`src/rtl/monitor_pkg.sv`:
```
// monitor_pkg: shared definitions for the run_monitor block.
//   state_t      - run-control state codes exposed on state_o
//   CAUSE_*      - stop cause codes latched on cause_o
//                  (anomaly causes are 1+i for the lowest set anomaly bit i)
package monitor_pkg;

  typedef enum logic [2:0] {
    ST_RST   = 3'd0,
    ST_RUN   = 3'd1,
    ST_HALT  = 3'd2,
    ST_ERROR = 3'd3,
    ST_STEP  = 3'd4
  } state_t;

  localparam logic [3:0] CAUSE_NONE       = 4'd0;
  localparam logic [3:0] CAUSE_ECALL      = 4'd8;
  localparam logic [3:0] CAUSE_EBREAK     = 4'd9;
  localparam logic [3:0] CAUSE_BREAKPOINT = 4'd10;

endpackage

```
`src/rtl/run_monitor_bp_match.sv`:
```
// bp_match: PC breakpoint comparator array.
//   i_pc      - current PC
//   i_bp_en   - per-breakpoint enable
//   i_bp_addr - packed breakpoint addresses, entry k at [k*DATA_WIDTH +: DATA_WIDTH]
//   o_hit     - high when any enabled breakpoint equals i_pc
module bp_match #(
  parameter int DATA_WIDTH = 64,
  parameter int NUM_BP     = 2
) (
  input  logic [DATA_WIDTH-1:0]        i_pc,
  input  logic [NUM_BP-1:0]            i_bp_en,
  input  logic [NUM_BP*DATA_WIDTH-1:0] i_bp_addr,
  output logic                         o_hit
);

  logic w_hit;

  always_comb begin
    w_hit = 1'b0;
    for (int k = 0; k < NUM_BP; k++) begin
      if (i_bp_en[k] && (i_bp_addr[k*DATA_WIDTH +: DATA_WIDTH] == i_pc)) begin
        w_hit = 1'b1;
      end
    end
  end

  assign o_hit = w_hit;

endmodule

```
`src/rtl/run_monitor.sv`:
```
// run_monitor: run-control block between the PC register and the CPU core.
// Watches the exception vector and PC breakpoints, gates the PC advance,
// handles halt/resume/single-step, latches stop cause and PC, and counts
// cycles and retired instructions.
//   clk_i/rst_i         - clock, asynchronous active-high reset
//   pc_i, exc_i         - current PC and its exception flags
//   run_i, step_i       - resume / single-step requests (used in HALT only)
//   bp_en_i, bp_addr_i  - breakpoint enables and packed addresses
//   pc_we_o             - PC advance enable (combinational)
//   state_o             - current state code (monitor_pkg::state_t)
//   cause_o, epc_o      - latched stop cause and stop PC
//   cycles_o, instret_o - free-running cycle and retired-instruction counters
// Handshake note: run_i/step_i are level requests sampled each HALT cycle;
// there is no acknowledge, leaving HALT is the acknowledge.
module run_monitor
  import monitor_pkg::*;
#(
  parameter int DATA_WIDTH   = 64,
  parameter int EXC_WIDTH    = 6,
  parameter int ANOMALY_TOP  = 3,
  parameter int ECALL_BIT    = 4,
  parameter int EBREAK_BIT   = 5,
  parameter int NUM_BP       = 2,
  parameter int CNT_WIDTH    = 32,
  parameter int START_HALTED = 0
) (
  input  logic                         clk_i,
  input  logic                         rst_i,
  input  logic [DATA_WIDTH-1:0]        pc_i,
  input  logic [EXC_WIDTH-1:0]         exc_i,
  input  logic                         run_i,
  input  logic                         step_i,
  input  logic [NUM_BP-1:0]            bp_en_i,
  input  logic [NUM_BP*DATA_WIDTH-1:0] bp_addr_i,
  output logic                         pc_we_o,
  output logic [2:0]                   state_o,
  output logic [3:0]                   cause_o,
  output logic [DATA_WIDTH-1:0]        epc_o,
  output logic [CNT_WIDTH-1:0]         cycles_o,
  output logic [CNT_WIDTH-1:0]         instret_o
);

  localparam logic [CNT_WIDTH-1:0] CNT_ONE = CNT_WIDTH'(1);

  state_t                r_state;
  logic                  r_skip;
  logic [3:0]            r_cause;
  logic [DATA_WIDTH-1:0] r_epc;
  logic [CNT_WIDTH-1:0]  r_cycles;
  logic [CNT_WIDTH-1:0]  r_instret;

  logic       w_bp_hit;
  logic       w_anomaly;
  logic       w_ecall;
  logic       w_ebreak;
  logic       w_stop;
  logic       w_pc_we;
  logic [3:0] w_cause;

  bp_match #(
    .DATA_WIDTH (DATA_WIDTH),
    .NUM_BP     (NUM_BP)
  ) u_bp_match (
    .i_pc      (pc_i),
    .i_bp_en   (bp_en_i),
    .i_bp_addr (bp_addr_i),
    .o_hit     (w_bp_hit)
  );

  assign w_anomaly = |exc_i[ANOMALY_TOP:0];
  assign w_ecall   = exc_i[ECALL_BIT];
  assign w_ebreak  = exc_i[EBREAK_BIT];

  // skip lets the first instruction after a resume pass the debug event that
  // halted it; fatal anomalies are never masked.
  assign w_stop  = w_anomaly | (!r_skip & (w_ecall | w_ebreak | w_bp_hit));
  assign w_pc_we = ((r_state == ST_RUN) | (r_state == ST_STEP)) & !w_stop;

  // Cause priority, lowest first so higher priorities overwrite.
  always_comb begin
    w_cause = CAUSE_NONE;
    if (w_bp_hit) w_cause = CAUSE_BREAKPOINT;
    if (w_ebreak) w_cause = CAUSE_EBREAK;
    if (w_ecall)  w_cause = CAUSE_ECALL;
    for (int i = ANOMALY_TOP; i >= 0; i--) begin
      if (exc_i[i]) w_cause = 4'(i + 1);
    end
  end

  always_ff @(posedge clk_i or posedge rst_i) begin
    if (rst_i) begin
      r_state   <= ST_RST;
      r_skip    <= 1'b0;
      r_cause   <= CAUSE_NONE;
      r_epc     <= '0;
      r_cycles  <= '0;
      r_instret <= '0;
    end else begin
      if (r_state != ST_RST) r_cycles <= r_cycles + CNT_ONE;
      if (w_pc_we)           r_instret <= r_instret + CNT_ONE;
      r_skip <= 1'b0;
      case (r_state)
        ST_RST: r_state <= (START_HALTED != 0) ? ST_HALT : ST_RUN;
        ST_RUN, ST_STEP: begin
          if (w_stop) begin
            r_cause <= w_cause;
            r_epc   <= pc_i;
            r_state <= w_anomaly ? ST_ERROR : ST_HALT;
          end else if (r_state == ST_STEP) begin
            r_state <= ST_HALT;
          end
        end
        ST_HALT: begin
          if (run_i) begin
            r_state <= ST_RUN;
            r_skip  <= 1'b1;
          end else if (step_i) begin
            r_state <= ST_STEP;
            r_skip  <= 1'b1;
          end
        end
        ST_ERROR: r_state <= ST_ERROR;
        default:  r_state <= ST_RST;
      endcase
    end
  end

  assign pc_we_o   = w_pc_we;
  assign state_o   = r_state;
  assign cause_o   = r_cause;
  assign epc_o     = r_epc;
  assign cycles_o  = r_cycles;
  assign instret_o = r_instret;

endmodule

```
`config.mk`:
```
export PLATFORM = sky130hd
export DESIGN_NAME = run_monitor
export DESIGN_NICKNAME = d
export VERILOG_FILES = /design/src/rtl/monitor_pkg.sv /design/src/rtl/run_monitor_bp_match.sv /design/src/rtl/run_monitor.sv
export SDC_FILE = /design/constraint.sdc
export NUM_CORES = 1
export LEC_CHECK = 0
export CORE_ASPECT_RATIO = 0.5
export CORE_UTILIZATION = 43
export CTS_BUF_LIST = sky130_fd_sc_hd__clkbuf_2 sky130_fd_sc_hd__clkbuf_4 sky130_fd_sc_hd__clkbuf_8
export CTS_CLUSTER_DIAMETER = 100
export CTS_CLUSTER_SIZE = 14
export DETAILED_ROUTE_END_ITERATION = 12
export MAX_ROUTING_LAYER = met4
export PLACE_DENSITY = 0.94
export REMOVE_ABC_BUFFERS = 1
export SYNTH_ARGS = -nofsm -noshare
export SYNTH_HDL_FRONTEND = slang
export SYNTH_HIERARCHICAL = 1
export SYNTH_SLANG_ARGS = --single-unit
```
`constraint.sdc`:
```
create_clock -name clk_i -period 5.6 [get_ports clk_i]
set_input_delay 1.12 -clock clk_i [delete_from_list [all_inputs] [get_ports clk_i]]
set_output_delay 1.12 -clock clk_i [all_outputs]
set_load 0.005 [all_outputs]
```
==> impl_results.md <==
* Fin nets at 1183
* Pin count of the biggest net entering global routing at 100
* Clock Power Share at 23.1%
* Gpl congestion at 0.997
* Global-route usage over all layers at 30.8%
* Finished Core Util at 70.9%
* PostCTS Resize Cnt at 0
* Initial Util at 45.2%
* CTS root buffer: clkbuf_8
* Flops & latches, synth at 136
* Placed cell count at 1179
* Final worst slack at 0.348 ns
* Floorplan core area at 15800 um2
* WL per Instance at 21.1 um
* Fmax at 0.190 GHz
* Final Cycle Share at 93.8%
* Fill count at 1072
* YS warnings at 6
* Number of global-route vias before repair at 6692
* Synth Cell Area at 7150 um2
* Unique cell type count in the Yosys netlist at 50
* Register area at 3400 um2
* Hold crit path type: flip-flop to flip-flop
* Share of post-route cells with drive strength above 1 at 11.3%
* Final Hold Fails at 0
* Worst reg2reg startpoint: state_o[0]
* Reg power frac at 38.1%
* Grt total ovfl at 0
* Drt via density at 5.34
* # IOs at 340
* Clk_lat worst skew at 0.44 ns
* Hold-fix buffers, CTS at 0
* Via count at 6458
* Internal Pwr Total at 0.00271 W
* Syn avg cell area at 11.4 um2
* Row count at 32
* Diode count at 0
* Sequential fraction of the synthesis area at 47.6%
* Drt drc at 0
* Worst Skew at 0.0128 ns
* Worst endpoint data arrival time at 4.13 ns
* Mapped Cells at 627
* Lkg Pwr at 4.49 nW
* Die height at 93.2 um
* Setup TNS at 0 ns
* P_sw at 0.00115 W
* Peak VDD IR at 183 uV
* Drt first-iter violations at 455
* Setup CP Type: input port to primary output
* Setup violators final at 0
* CP startpoint: pc_i[32]
* Final Slew Violations at 0
* Initial antenna violation count at 0
* Final WL at 25600 um
* Status: complete, no violations
* DP HPWL at 20000 um
* Input/output buffers at 339
* Worst Path Required at 4.48 ns
* H-tree Lvls at 4
* First-pass GRT wire length at 38200 um
* CTS Sinks at 136
* Worst Path Max Fanout at 4
* RSZ-0062 raised after global routing: no
* Clock buffer count from CTS at 17
* Crit. End Element: primary output
* Period minus WS final at 5.25 ns
* Combinational share of power at 38.7%
* Post-CTS Setup Inserts at 0
* DR pass1 iterations at 5
* Final ANT Viol Nets at 0
* Non-filler cells, final at 1210
* Area growth syn-to-layout at 56.8%
* Area occupied by multi-input gates at 3590 um2
* CTS tree: built
* Max Cap Viol at 0
* Max clock buf depth at 2
* Worst-case headroom to the max-slew limit at 36.9%
* Pre-CTS setup slack at 0.458 ns
* Startpoint types: input port
* Worst Tran Pin Value at 0.946 ns
* Switching portion of total power at 29.8%
* Hold path start: instret_o[31]
* Die ar. at 17200 um2
* Power Density at 344 nW/um2
* Clock Pin Slew Worst Setup and Hold Paths at 0.08 ns
* Die width at 184 um
==> cells by family (layout without fill, tap and decap cells) <==
kind of cell               Yosys count  after routing  synth area share [%]
and+or+nand+nor                    188            188                  15.4
AOI/OAI and AO/OA                   33             33                  3.50
xor gates and xnor gates           167            167                  20.6
DFF                                136            136                  47.6
buffers and inverters               36            398                  2.33
muxes                               65             65                  10.2
adders and majority gates            2              2                 0.350
==> layer usage <==
| metal | vias up | GRT usage (%) | share of wire [%] |
|---|---|---|---|
| met3 | 85 | 5.69 | 6.4 |
| li1 | 2908 | - | - |
| met5 | - | - | 0 |
| met4 | 0 | 16.0 | 4.2 |
| met1 | 3196 | 35.7 | 39 |
| met2 | 269 | 51.6 | 50 |
==> per-stage QoR <==
stage	hold WS (ns)	power (W)	cell area (um2)
after CTS	0.477	0.00387	11200
final	0.477	0.00385	11200
after global placement	0.453	0.00291	10800
after detailed placement	0.461	0.00297	10800
after global routing	0.490	0.00402	11200
after floorplan	0.463	0.00203	7070
==> layout make-up <==
class,count,area share (%)
Multi-Input combinational cell,455,32.0
Timing Repair Buffer,342,30.5
Tap cell,221,2.47
Clock inverter,12,1.47
Sequential cell,136,30.4
Clock buffer,19,2.33
Inverter,25,0.882
==> power groups by stage <==
| stage | registers (W) | logic (W) | clock network, W |
|---|---|---|---|
| final | 0.00147 | 0.00149 | 0.000891 |
| after CTS | 0.00146 | 0.00150 | 0.000903 |
| after global placement | 0.00146 | 0.00145 | 0 |
| after floorplan | 0.00148 | 0.000550 | 0 |
| after detailed placement | 0.00148 | 0.00149 | 0 |
| after global routing | 0.00150 | 0.00158 | 0.000947 |
==> cells in the mapped netlist (all sizes together) <==
cell / count / share of area (%)
a22o: 1 / 0.12
nor3: 10 / 0.84
buf: 11 / 1.0
mux2: 65 / 10
a21oi: 3 / 0.21
o211ai: 1 / 0.18
nand4b: 1 / 0.12
and4: 11 / 1.3
nor4b: 2 / 0.46
inv: 25 / 1.3
nor4: 11 / 1.3
nand3: 29 / 2.0
and2: 4 / 0.35
nor2: 18 / 0.95
o22ai: 6 / 0.53
a2bb2oi: 1 / 0.12
a221oi: 4 / 0.49
or2: 1 / 0.088
o21a: 1 / 0.11
o31ai: 1 / 0.11
xnor2: 147 / 18
ha: 2 / 0.35
nand2b: 10 / 0.88
nand4: 38 / 3.3
dfrtp: 136 / 48
o2111ai: 2 / 0.25
or2b: 2 / 0.21
a22oi: 4 / 0.42
nand2: 33 / 1.7
a311oi: 1 / 0.12
xor2: 20 / 2.5
o21ai: 4 / 0.28
and3: 11 / 0.96
or3: 3 / 0.33
nor2b: 2 / 0.18
nor3b: 1 / 0.11
nor4bb: 1 / 0.14
o2bb2ai: 1 / 0.12
o221ai: 3 / 0.46
==> flip-flops by register name, indices dropped and copies added, names as in the netlist <==
register / cells
r_skip: 1
state_o: 3
epc_o: 64
cycles_o: 32
instret_o: 32
cause_o: 4
==> layout by cell type (no fill, tap or decap), drive strengths merged, types with 3 or more instances in the layout <==
master	instances
nor2	18
clkbuf	19
or3	3
nor4	11
inv	30
o22ai	6
and3	11
a22oi	4
xor2	20
dfrtp	136
a21oi	3
buf	3
o221ai	3
a221oi	4
and4	11
o21ai	4
bufinv	3
and2	4
xnor2	147
nand3	29
clkdlybuf4s50	339
nand2b	10
nand4	38
nand2	33
mux2	65
nor3	10
==> worst max-delay path, cell delays in order <==
cell             delay [ns]
clkdlybuf4s50_1        0.49
xnor2_1                0.30
nand4_1                0.13
nor4_1                 0.49
nand4_1                0.19
o22ai_1                0.33
nor3_1                 0.16
nor2_1                 0.16
or3_1                  0.18
inv_1                  0.10
clkdlybuf4s50_1        0.48
==> final timing paths <==
path	to	slack (ns)	depth (start not counted)
hold reg to reg	instret_o[31]	0.48	1
min in group asynchronous	epc_o[37]	1.26	2
max in group asynchronous	instret_o[11]	3.28	3
hold / removal	instret_o[31]	0.48	1
setup / recovery	pc_we_o	0.35	11
setup reg to reg	epc_o[11]	3.31	5
Power figures use the tool's default switching activity.
